**src/rtl/stopwatch_ctrl.sv**
```systemverilog
// Stopwatch controller: IDLE/RUN/PAUSE FSM, DIV-cycle prescaler, 4-digit BCD
// counter with sticky wrap flag and a lap-hold display freeze.
module stopwatch_ctrl #(
  parameter int DIV = 10
) (
  input  logic        clk,
  input  logic        reset,
  input  logic        start,
  input  logic        stop,
  input  logic        clear,
  input  logic        lap,
  output logic        tick,
  output logic [15:0] cnt,
  output logic [15:0] disp,
  output logic        running,
  output logic        lap_hold,
  output logic        overflow,
  output logic [1:0]  fsm_state
);

  localparam int PW = (DIV > 1) ? $clog2(DIV) : 1;
  localparam logic [PW-1:0] PRE_LAST = PW'(DIV - 1);

  typedef enum logic [1:0] {
    IDLE  = 2'd0,
    RUN   = 2'd1,
    PAUSE = 2'd2
  } state_t;

  state_t        state;
  state_t        state_next;
  logic [PW-1:0] pre;
  logic [15:0]   lap_reg;
  logic [15:0]   cnt_inc;
  logic          carry;

  // clear beats stop beats start; stop is meaningless outside RUN.
  always_comb begin
    state_next = state;
    if (clear) begin
      state_next = IDLE;
    end else begin
      case (state)
        IDLE:    if (start) state_next = RUN;
        RUN:     if (stop)  state_next = PAUSE;
        PAUSE:   if (start) state_next = RUN;
        default: state_next = IDLE;
      endcase
    end
  end

  assign tick = (state == RUN) && (pre == PRE_LAST) && !clear && !stop;

  // Ripple BCD increment; a digit only moves when all lower digits wrap.
  always_comb begin
    cnt_inc = cnt;
    carry   = 1'b1;
    for (int i = 0; i < 4; i++) begin
      if (carry) begin
        if (cnt[4*i +: 4] == 4'd9) begin
          cnt_inc[4*i +: 4] = 4'd0;
        end else begin
          cnt_inc[4*i +: 4] = cnt[4*i +: 4] + 4'd1;
          carry             = 1'b0;
        end
      end
    end
  end

  always_ff @(posedge clk or posedge reset) begin
    if (reset) begin
      state    <= IDLE;
      pre      <= '0;
      cnt      <= '0;
      lap_reg  <= '0;
      lap_hold <= 1'b0;
      overflow <= 1'b0;
      running  <= 1'b0;
    end else begin
      state   <= state_next;
      running <= (state_next == RUN);
      if (clear) begin
        pre      <= '0;
        cnt      <= '0;
        lap_hold <= 1'b0;
        overflow <= 1'b0;
      end else begin
        if (tick) begin
          pre <= '0;
          cnt <= cnt_inc;
          if (cnt == 16'h9999) overflow <= 1'b1;
        end else if (state == RUN && !stop) begin
          pre <= pre + 1'b1;
        end
        // Lap captures the pre-update count, so the frozen value is what was shown.
        if (lap) begin
          if (lap_hold) begin
            lap_hold <= 1'b0;
          end else if (state == RUN) begin
            lap_reg  <= cnt;
            lap_hold <= 1'b1;
          end
        end
      end
    end
  end

  assign disp      = lap_hold ? lap_reg : cnt;
  assign fsm_state = state;

endmodule

```
**config.mk**
```make
export PLATFORM = sky130hd
export DESIGN_NAME = stopwatch_ctrl
export DESIGN_NICKNAME = d
export VERILOG_FILES = /design/src/rtl/stopwatch_ctrl.sv
export SDC_FILE = /design/constraint.sdc
export NUM_CORES = 1
export LEC_CHECK = 0
export CAP_MARGIN = 20
export CORE_UTILIZATION = 42
export DETAILED_ROUTE_END_ITERATION = 16
export PLACE_DENSITY_LB_ADDON = 0.1
export SLEW_MARGIN = 20
export SYNTH_ARGS = -nofsm -noshare
export SYNTH_HDL_FRONTEND = slang
export SYNTH_SLANG_ARGS = --single-unit
```
**constraint.sdc**
```tcl
create_clock -name clk -period 2.2 [get_ports clk]
set_clock_uncertainty 0.1 [all_clocks]
set_input_delay 0.22 -clock clk [delete_from_list [all_inputs] [get_ports clk]]
set_output_delay 0.22 -clock clk [all_outputs]
set_load 0.01 [all_outputs]
```
==> results.yml, run 1 <==
global_routing:
  grt_overflow_total: 0
  grt_max_degree: 42
  antenna_found_initial: 0
  grt_first_pass_wirelength_mm: 7.65
  grt_pass1_vias: 1572
  grt_use_total_pct: 18.8
clock_tree:
  cts_root_buffer: "clkbuf_8"
  numCtsBuffers: 5
  cts_tree: "built"
  clk_pin_slew_ns: 0.08
  hold_buffers: 0
  clockBufferDepth: 2
  clkSinkCount: 41
  htree_levels: 2
  clock_latency_ns: 0.30
die:
  core_sq_um: 4880
  ioPinCount: 44
  num_rows: 25
  dieWidth_microns: 74.3
  die-area_sq_um: 5520
  start_util_pct: 45.0
  die_h_microns: 74.3
setup_path:
  path_max_fanout: 5
  crit-reg2reg-launch: "pre[1]$_DFFE_PP0P_"
  crit_buf_inv: 2
  worstPathArrival_ns: 2.17
  critPathTopFamily: "simple AND/OR/NAND/NOR gates"
  start_kind: "flop"
  critPathSlowestCell: "or4_1"
  crit_path_cell_trace: "inv_1 > ha_1 > and4bb_2 > buf_4 > nand4_2 > or4_1 > a21oi_1"
  path_class: "reg -> reg"
  timing.rr.end: "cnt[13]$_DFFE_PP0P_"
  critical_path.max_stage_delay_ns: 0.49
  reg2reg_slack_ns: 0.16
  rr_worst_depth: 7
  worstPathRequired_ns: 2.33
  endpoint_kind: "flop"
status:
  outcome: "complete, no violations"
yosys:
  async_flop_share_pct: 100
  avgSynthCellArea_sq_um: 10.5
  ys_types: 36
  ys.flop_type: "dfrtp_1"
  netlist_instances: 209
  synth_nets: 225
  ys_seq_elements: 41
  synth_edf_count: 0
  synth_area_sq_um: 2200
  ys_seq_area_share_pct: 46.7
  ys_warn_count: 0
sta:
  max_freq_mhz: 490
  period_share_pct: 92.7
  tns_ns: 0
  drv_slew: 0
  tightestPinTransition_ns: 0.526
  rsz0062_at_grt: "no"
  setup_viol: 0
  hold_viol: 0
  relSlewSlack_pct: 64.9
  fin_crit_ns: 2.04
routing:
  wirelength_mm: 4.65
  viasPerCell: 5.23
  final_antenna_net_count: 0
  avgRoutedWirePerCell_microns: 14.0
  dr_total_vias: 1736
  drc: 0
  drt_iter0_drc: 87
  drt-pass1-iter-count: 4
power:
  power_frac_seq_pct: 51.7
  internal_power_uw: 1160
  powerDensity_nw_per_um2: 511
  clkPwrFrac_pct: 42.6
  swShare_pct: 21.1
  power_leakage_uw: 0.00131
  vdd_drop_max_uv: 350
  combPwrFrac_pct: 5.7
  switching_power_uw: 312
finish:
  nNetsFinal: 280
  final_common_cell: "clkdlybuf4s50_1"
  utilization_pct: 59.2
  num_antenna_cells: 0
  layout-drive-gt1-share_pct: 22.3
  final_cell_mix: "clkdlybuf4s50_1 (42), dfrtp_1 (41), mux2_2 (28)"
  nFillCells: 449
  syn_to_final_growth_pct: 31.5
flow_run:
  maxCapViolations: 0
placed_design:
  port_buffers: 43
  routabilityCongestion: 0.729
  place_hpwl_mm: 3.11
hold_path:
  hold_path.class: "in -> async"
## routing by layer
layer  GRT usage (%)  up-vias  part of all wire (%)
met2            30.2       26                    50
met3            4.88        5                   2.8
li1                -      849                     -
met1            24.8      856                    46
met5               0        -                     0
met4            6.29        0                   1.1
## worst max path at each step
| stage | end | start | depth (start not counted) |
|---|---|---|---|
| after global routing | cnt[15]$_DFFE_PP0P_ | pre[1]$_DFFE_PP0P_ | 7 |
| final | cnt[13]$_DFFE_PP0P_ | pre[1]$_DFFE_PP0P_ | 7 |
| after CTS | cnt[13]$_DFFE_PP0P_ | pre[1]$_DFFE_PP0P_ | 7 |
| after floorplan | cnt[12]$_DFFE_PP0P_ | cnt[1]$_DFFE_PP0P_ | 7 |
| after detailed placement | cnt[13]$_DFFE_PP0P_ | clear | 5 |
| after global placement | tick | clear | 5 |
## power by group through the flow
stage	combinational, uW	clock [uW]	sequential, uW
6_report	84.8	628	763
5_1_grt	94.2	678	764
4_1_cts	86.7	648	763
3_5_place_dp	85.4	0	778
3_3_place_gp	85.7	0	778
2_1_floorplan	47.3	0	780
## synthesized netlist by cell type, types with 3 or more instances
cell	n	share of area (%)
nand3_1	5	1.1
clkbuf_1	5	0.85
a21oi_1	20	4.6
nor2b_1	4	1.1
o21ai_0	13	3.0
or3_1	8	2.3
or4_1	4	1.4
nor2_1	10	1.7
dfrtp_1	41	47
nand2_1	16	2.7
ha_1	10	5.7
and3b_1	3	1.2
nor3_1	3	0.68
mux2_2	28	14
inv_1	9	1.5
## cell type report
| type | count | area, sq um | area share (%) |
|---|---|---|---|
| clock buffer | 7 | 86.3 | 2.99 |
| tap | 67 | 83.8 | 2.90 |
| timing repair buffer | 59 | 549 | 19.0 |
| clock inverter | 1 | 30.0 | 1.04 |
| sequential | 41 | 1030 | 35.5 |
| multi-input combinational | 148 | 1080 | 37.3 |
| inverter | 9 | 33.8 | 1.17 |
## stage by stage
stage | setup WS (ns) | instances | cell area [sq um] | hold WS [ns] | power (uW)
after floorplan | 0.257 | 209 | 2200 | 0.270 | 827
after global routing | 0.0352 | 332 | 2890 | 0.315 | 1540
after CTS | 0.152 | 332 | 2890 | 0.276 | 1500
after detailed placement | 0.0730 | 323 | 2760 | 0.393 | 863
final | 0.160 | 332 | 2890 | 0.261 | 1480
after global placement | 0.0686 | 323 | 2760 | 0.385 | 864
## repair_timing
item                       in CTS  in global routing
setup buffers                   1                  0
gates resized for setup         2                  0
setup endpoints to repair       1                  0
## kinds of logic (layout without fill, tap and decap cells)
logic type | count (synthesis) | after routing | share of synthesized area, %
buf+inv | 20 | 76 | 4.22
compound gates | 37 | 37 | 8.95
mux | 30 | 30 | 15.3
fa+ha+maj | 10 | 10 | 5.70
simple gates | 71 | 71 | 19.1
flops | 41 | 41 | 46.7
## worst register-to-register path: cells and delay by family, from the launching register on
family | cells | cell delay, ns
and+or+nand+nor | 3 | 0.90
DFF | 1 | 0.41
adders and majority gates | 1 | 0.18
AOI/OAI and AO/OA | 1 | 0.16
buffers and inverters | 2 | 0.23
Power figures use the tool's default switching activity.
==> run 2: changes to the inputs <==
CTS_BUF_LIST = sky130_fd_sc_hd__clkbuf_4   (was default)
==> run 2 against run 1 <==
Effect of this change: non-clock buffer count rose by 2; total power fell by 8.6%; clock power fell by 21%; critical path type is now reg -> out.
==> results.yml, run 2 (synthesized netlist as in run 1, its figures left out) <==
status:
  outcome: "complete, no violations"
sta:
  tns_ns: 0
  max_freq_mhz: 482
  fin_crit_ns: 2.07
  setup_slack_ns: 0.127
  rsz0062_at_grt: "no"
  whs_ns: 0.183
  tightestPinTransition_ns: 0.524
  period_share_pct: 94.2
  drv_slew: 0
  hold_viol: 0
  setup_viol: 0
  relSlewSlack_pct: 65.1
global_routing:
  antenna_found_initial: 0
  grt_first_pass_wirelength_mm: 7.66
  grt_pass1_vias: 1583
  grt_max_degree: 42
  grt_overflow_total: 0
  grt_use_total_pct: 18.7
finish:
  num_antenna_cells: 0
  final_cell_mix: "clkdlybuf4s50_1 (42), dfrtp_1 (41), mux2_2 (28)"
  stdcell_count: 334
  nFillCells: 460
  nNetsFinal: 282
  syn_to_final_growth_pct: 30.4
  layout-drive-gt1-share_pct: 22.8
  regArea_sq_um: 1030
  multiInputGateArea_sq_um: 1080
  final_common_cell: "clkdlybuf4s50_1"
setup_path:
  start_kind: "flop"
  worstPathArrival_ns: 1.75
  worstPathRequired_ns: 1.88
  endpoint_kind: "output pin"
  path_max_fanout: 13
  path_class: "reg -> out"
clock_tree:
  clock_latency_ns: 0.36
  numCtsBuffers: 5
  clk_pin_slew_ns: 0.12
  clkSinkCount: 41
  cts_tree: "built"
  htree_levels: 2
  cts_root_buffer: "clkbuf_4"
  clockBufferDepth: 2
  hold_buffers: 0
flow_run:
  maxCapViolations: 0
power:
  power_frac_seq_pct: 56.5
  powerDensity_nw_per_um2: 471
  power_leakage_uw: 0.00131
  internal_power_uw: 1040
  clkPwrFrac_pct: 37.0
  switching_power_uw: 304
  swShare_pct: 22.6
  vdd_drop_max_uv: 387
  combPwrFrac_pct: 6.4
placed_design:
  routabilityCongestion: 0.729
  pre_cts_ws_ns: 0.0730
  port_buffers: 43
  place_hpwl_mm: 3.11
  dp_cells: 323
die:
  dieWidth_microns: 74.3
  core_sq_um: 4880
  ioPinCount: 44
  die_h_microns: 74.3
  start_util_pct: 45.0
  die-area_sq_um: 5520
  num_rows: 25
routing:
  drt-pass1-iter-count: 4
  avgRoutedWirePerCell_microns: 14.0
  viasPerCell: 5.21
  drc: 0
  final_antenna_net_count: 0
  wirelength_mm: 4.66
  dr_total_vias: 1739
  drt_iter0_drc: 79
hold_path:
  hold_path.class: "in -> async"
==> run 2: power groups by stage <==
stage / clock network, uW / registers [uW] / logic, uW
floorplan: 0 / 780 / 47.3
global placement: 0 / 778 / 85.7
detailed placement: 0 / 778 / 85.4
CTS: 512 / 763 / 88.7
global route: 540 / 764 / 96.5
finish: 499 / 763 / 87.0
==> run 2: worst max-delay path: stages (launching register included) <==
cell and delay [ns]:
dfrtp_1 0.36, buf_4 0.20, mux2_2 0.35, clkdlybuf4s50_1 0.47
==> run 2: layout make-up <==
type / instances / area share, %
Clock buffer: 6 / 1.57
Timing Repair Buffer: 61 / 19.7
Sequential cell: 41 / 35.8
Multi-Input combinational cell: 148 / 37.6
Clock inverter: 2 / 1.18
Tap cell: 67 / 2.93
Inverter: 9 / 1.18
==> run 2: repair_timing <==
| item | in CTS | in global routing |
|---|---|---|
| hold endpoints to repair | 0 | 0 |
| buffers inserted | 3 | 0 |
| endpoints found under the setup margin | 1 | 0 |
| resized for setup | 2 | 0 |
==> run 2: routing by layer <==
| metal | track usage [%] | vias up | part of all wire [%] | routed length [microns] |
|---|---|---|---|---|
| met1 | 24.7 | 851 | 47 | 2190 |
| met5 | 0 | - | 0 | 0 |
| met3 | 3.66 | 9 | 2.6 | 121 |
| li1 | - | 852 | - | - |
| met2 | 30.4 | 27 | 49 | 2280 |
| met4 | 7.55 | 0 | 1.6 | 74 |
==> run 2: final timing paths <==
check | endpoint | depth (start not counted) | slack, ns | from
setup / recovery | disp[2] | 3 | 0.13 | lap_hold$_DFFE_PP0P_
hold / removal | lap_reg[7]$_DFFE_PP0P_ | 3 | 0.18 | reset
setup reg to reg | cnt[12]$_DFFE_PP0P_ | 6 | 0.18 | cnt[1]$_DFFE_PP0P_
hold reg to reg | lap_reg[15]$_DFFE_PP0P_ | 1 | 0.41 | lap_reg[15]$_DFFE_PP0P_
max in group asynchronous | pre[3]$_DFFE_PP0P_ | 3 | 1.46 | reset
min in group clk | fsm_state[0]$_DFF_PP0_ | 3 | 0.41 | start
==> run 2: stage by stage <==
stage	util (%)	total power [uW]	cell area (sq um)
2_1_floorplan	-	827	2200
3_3_place_gp	56.6	864	2760
3_5_place_dp	56.6	863	2760
4_1_cts	58.7	1360	2860
5_1_grt	58.7	1400	2860
6_report	58.7	1350	2860
==> run 3: changes to the inputs <==
CAP_MARGIN = default   (was 20)
CORE_ASPECT_RATIO = 1.2   (was default)
CORE_UTILIZATION = 24   (was 42)
==> run 3 against run 2 <==
Effect of this change: clock power is 24% lower; total power is 8.7% lower; first-iteration DRC count is 63% lower; largest power group unchanged; sequential share of layout area is 1.1 points lower; cell count is 16% higher; highest routed layer unchanged.
==> results.yml, run 3 (synthesized netlist as in run 1, its figures left out) <==
finish:
  regArea_sq_um: 1030
  final_common_cell: "clkdlybuf4s50_1"
  syn_to_final_growth_pct: 34.6
  nFillCells: 895
  multiInputGateArea_sq_um: 1080
  final_cell_mix: "clkdlybuf4s50_1 (42), dfrtp_1 (41), mux2_2 (28)"
  stdcell_count: 389
  nNetsFinal: 287
  layout-drive-gt1-share_pct: 24.0
routing:
  viasPerCell: 4.44
  dr_total_vias: 1726
  drt-pass1-iter-count: 4
  avgRoutedWirePerCell_microns: 13.6
  wirelength_mm: 5.28
  drc: 0
  final_antenna_net_count: 0
  drt_iter0_drc: 29
die:
  dieWidth_microns: 89.3
  die_h_microns: 107
  ioPinCount: 44
  core_sq_um: 8750
  num_rows: 37
  die-area_sq_um: 9540
  start_util_pct: 25.1
sta:
  whs_ns: 0.200
  period_share_pct: 95.6
  rsz0062_at_grt: "no"
  setup_viol: 0
  setup_slack_ns: 0.0965
  relSlewSlack_pct: 62.6
  hold_viol: 0
  tns_ns: 0
  fin_crit_ns: 2.10
  drv_slew: 0
  tightestPinTransition_ns: 0.561
  max_freq_mhz: 475
placed_design:
  port_buffers: 43
  routabilityCongestion: 0.719
  pre_cts_ws_ns: 0.00253
  dp_cells: 378
  place_hpwl_mm: 3.54
clock_tree:
  htree_levels: 2
  clk_pin_slew_ns: 0.12
  clockBufferDepth: 2
  cts_tree: "built"
  numCtsBuffers: 5
  cts_root_buffer: "clkbuf_4"
  hold_buffers: 0
  clkSinkCount: 41
  clock_latency_ns: 0.35
setup_path:
  start_kind: "flop"
  path_class: "reg -> out"
  endpoint_kind: "output pin"
  crit_path_cell_trace: "buf_6 > mux2_2 > clkdlybuf4s50_1"
  critPathTopFamily: "buffers and inverters"
  crit_buf_inv: 2
  path_max_fanout: 23
  worstPathArrival_ns: 1.78
  worstPathRequired_ns: 1.88
  critPathSlowestCell: "clkdlybuf4s50_1"
  critical_path.max_stage_delay_ns: 0.48
global_routing:
  grt_first_pass_wirelength_mm: 8.71
  grt_max_degree: 42
  grt_overflow_total: 0
  grt_use_total_pct: 12.1
  grt_pass1_vias: 1743
  antenna_found_initial: 1
status:
  outcome: "complete, no violations"
flow_run:
  maxCapViolations: 0
power:
  vdd_drop_max_uv: 153
  power_leakage_uw: 0.00132
  powerDensity_nw_per_um2: 417
hold_path:
  hold_path.class: "in -> async"
run 3: cell types whose count changed in the layout (fill, tap and decap cells not counted), sizes merged:
cell	before	now
buf	18	23
bufinv	1	0
diode	0	1
run 3: repair_timing:
action / CTS / global route
endpoints found under the setup margin: 4 / 0
setup buffers: 3 / 0
gates resized for setup: 4 / 0
run 3: worst register-to-register path, cell delays in order (launching register included):
cell,delay (ns)
dfrtp_1,0.40
inv_1,0.06
ha_1,0.15
and4bb_4,0.25
buf_4,0.15
nand4_2,0.17
or4_1,0.50
a21oi_1,0.15
run 3: layout make-up:
class	count	share of cell area (%)
diodes	1	0.0846
clock buffers	6	1.52
clock inverters	1	0.127
inverters	9	1.14
multi-input cells	148	36.6
flip-flops and latches	41	34.7
well taps	117	4.95
repair buffers	66	20.9
run 3: stage by stage:
stage | total power, uW | area (sq um) | utilization [%]
after floorplan | 827 | 2200 | -
after global placement | 867 | 2880 | 32.9
after detailed placement | 868 | 2880 | 32.9
after CTS | 1270 | 2950 | 33.8
after global routing | 1290 | 2960 | 33.8
final | 1230 | 2960 | 33.8
run 3: worst paths after layout:
path | start | end | slack, ns | cells past startpoint
worst max-delay path | lap_hold$_DFFE_PP0P_ | disp[0] | 0.1 | 3
worst min-delay path | reset | lap_reg[4]$_DFFE_PP0P_ | 0.20 | 3
worst max register to register | pre[1]$_DFFE_PP0P_ | cnt[13]$_DFFE_PP0P_ | 0.20 | 7
worst min register to register | lap_reg[7]$_DFFE_PP0P_ | lap_reg[7]$_DFFE_PP0P_ | 0.41 | 1
max in group asynchronous | reset | cnt[6]$_DFFE_PP0P_ | 1.42 | 3
min in group clk | start | fsm_state[0]$_DFF_PP0_ | 0.40 | 3
run 3: power breakdown:
part	internal, uW	switching [uW]	leakage [uW]	total [uW]
logic	37.6	51.1	0.000724	88.7
registers	759	4.15	0.000570	763
clock network	129	252	0.0000292	381
run 3: metal layers:
layer / GRT usage [%] / vias to the layer above / routed length [microns]
li1: - / 862 / -
met1: 14.3 / 836 / 2370
met2: 21.2 / 22 / 2700
met3: 2.46 / 6 / 127
met4: 4.76 / 0 / 89
met5: 0 / - / 0
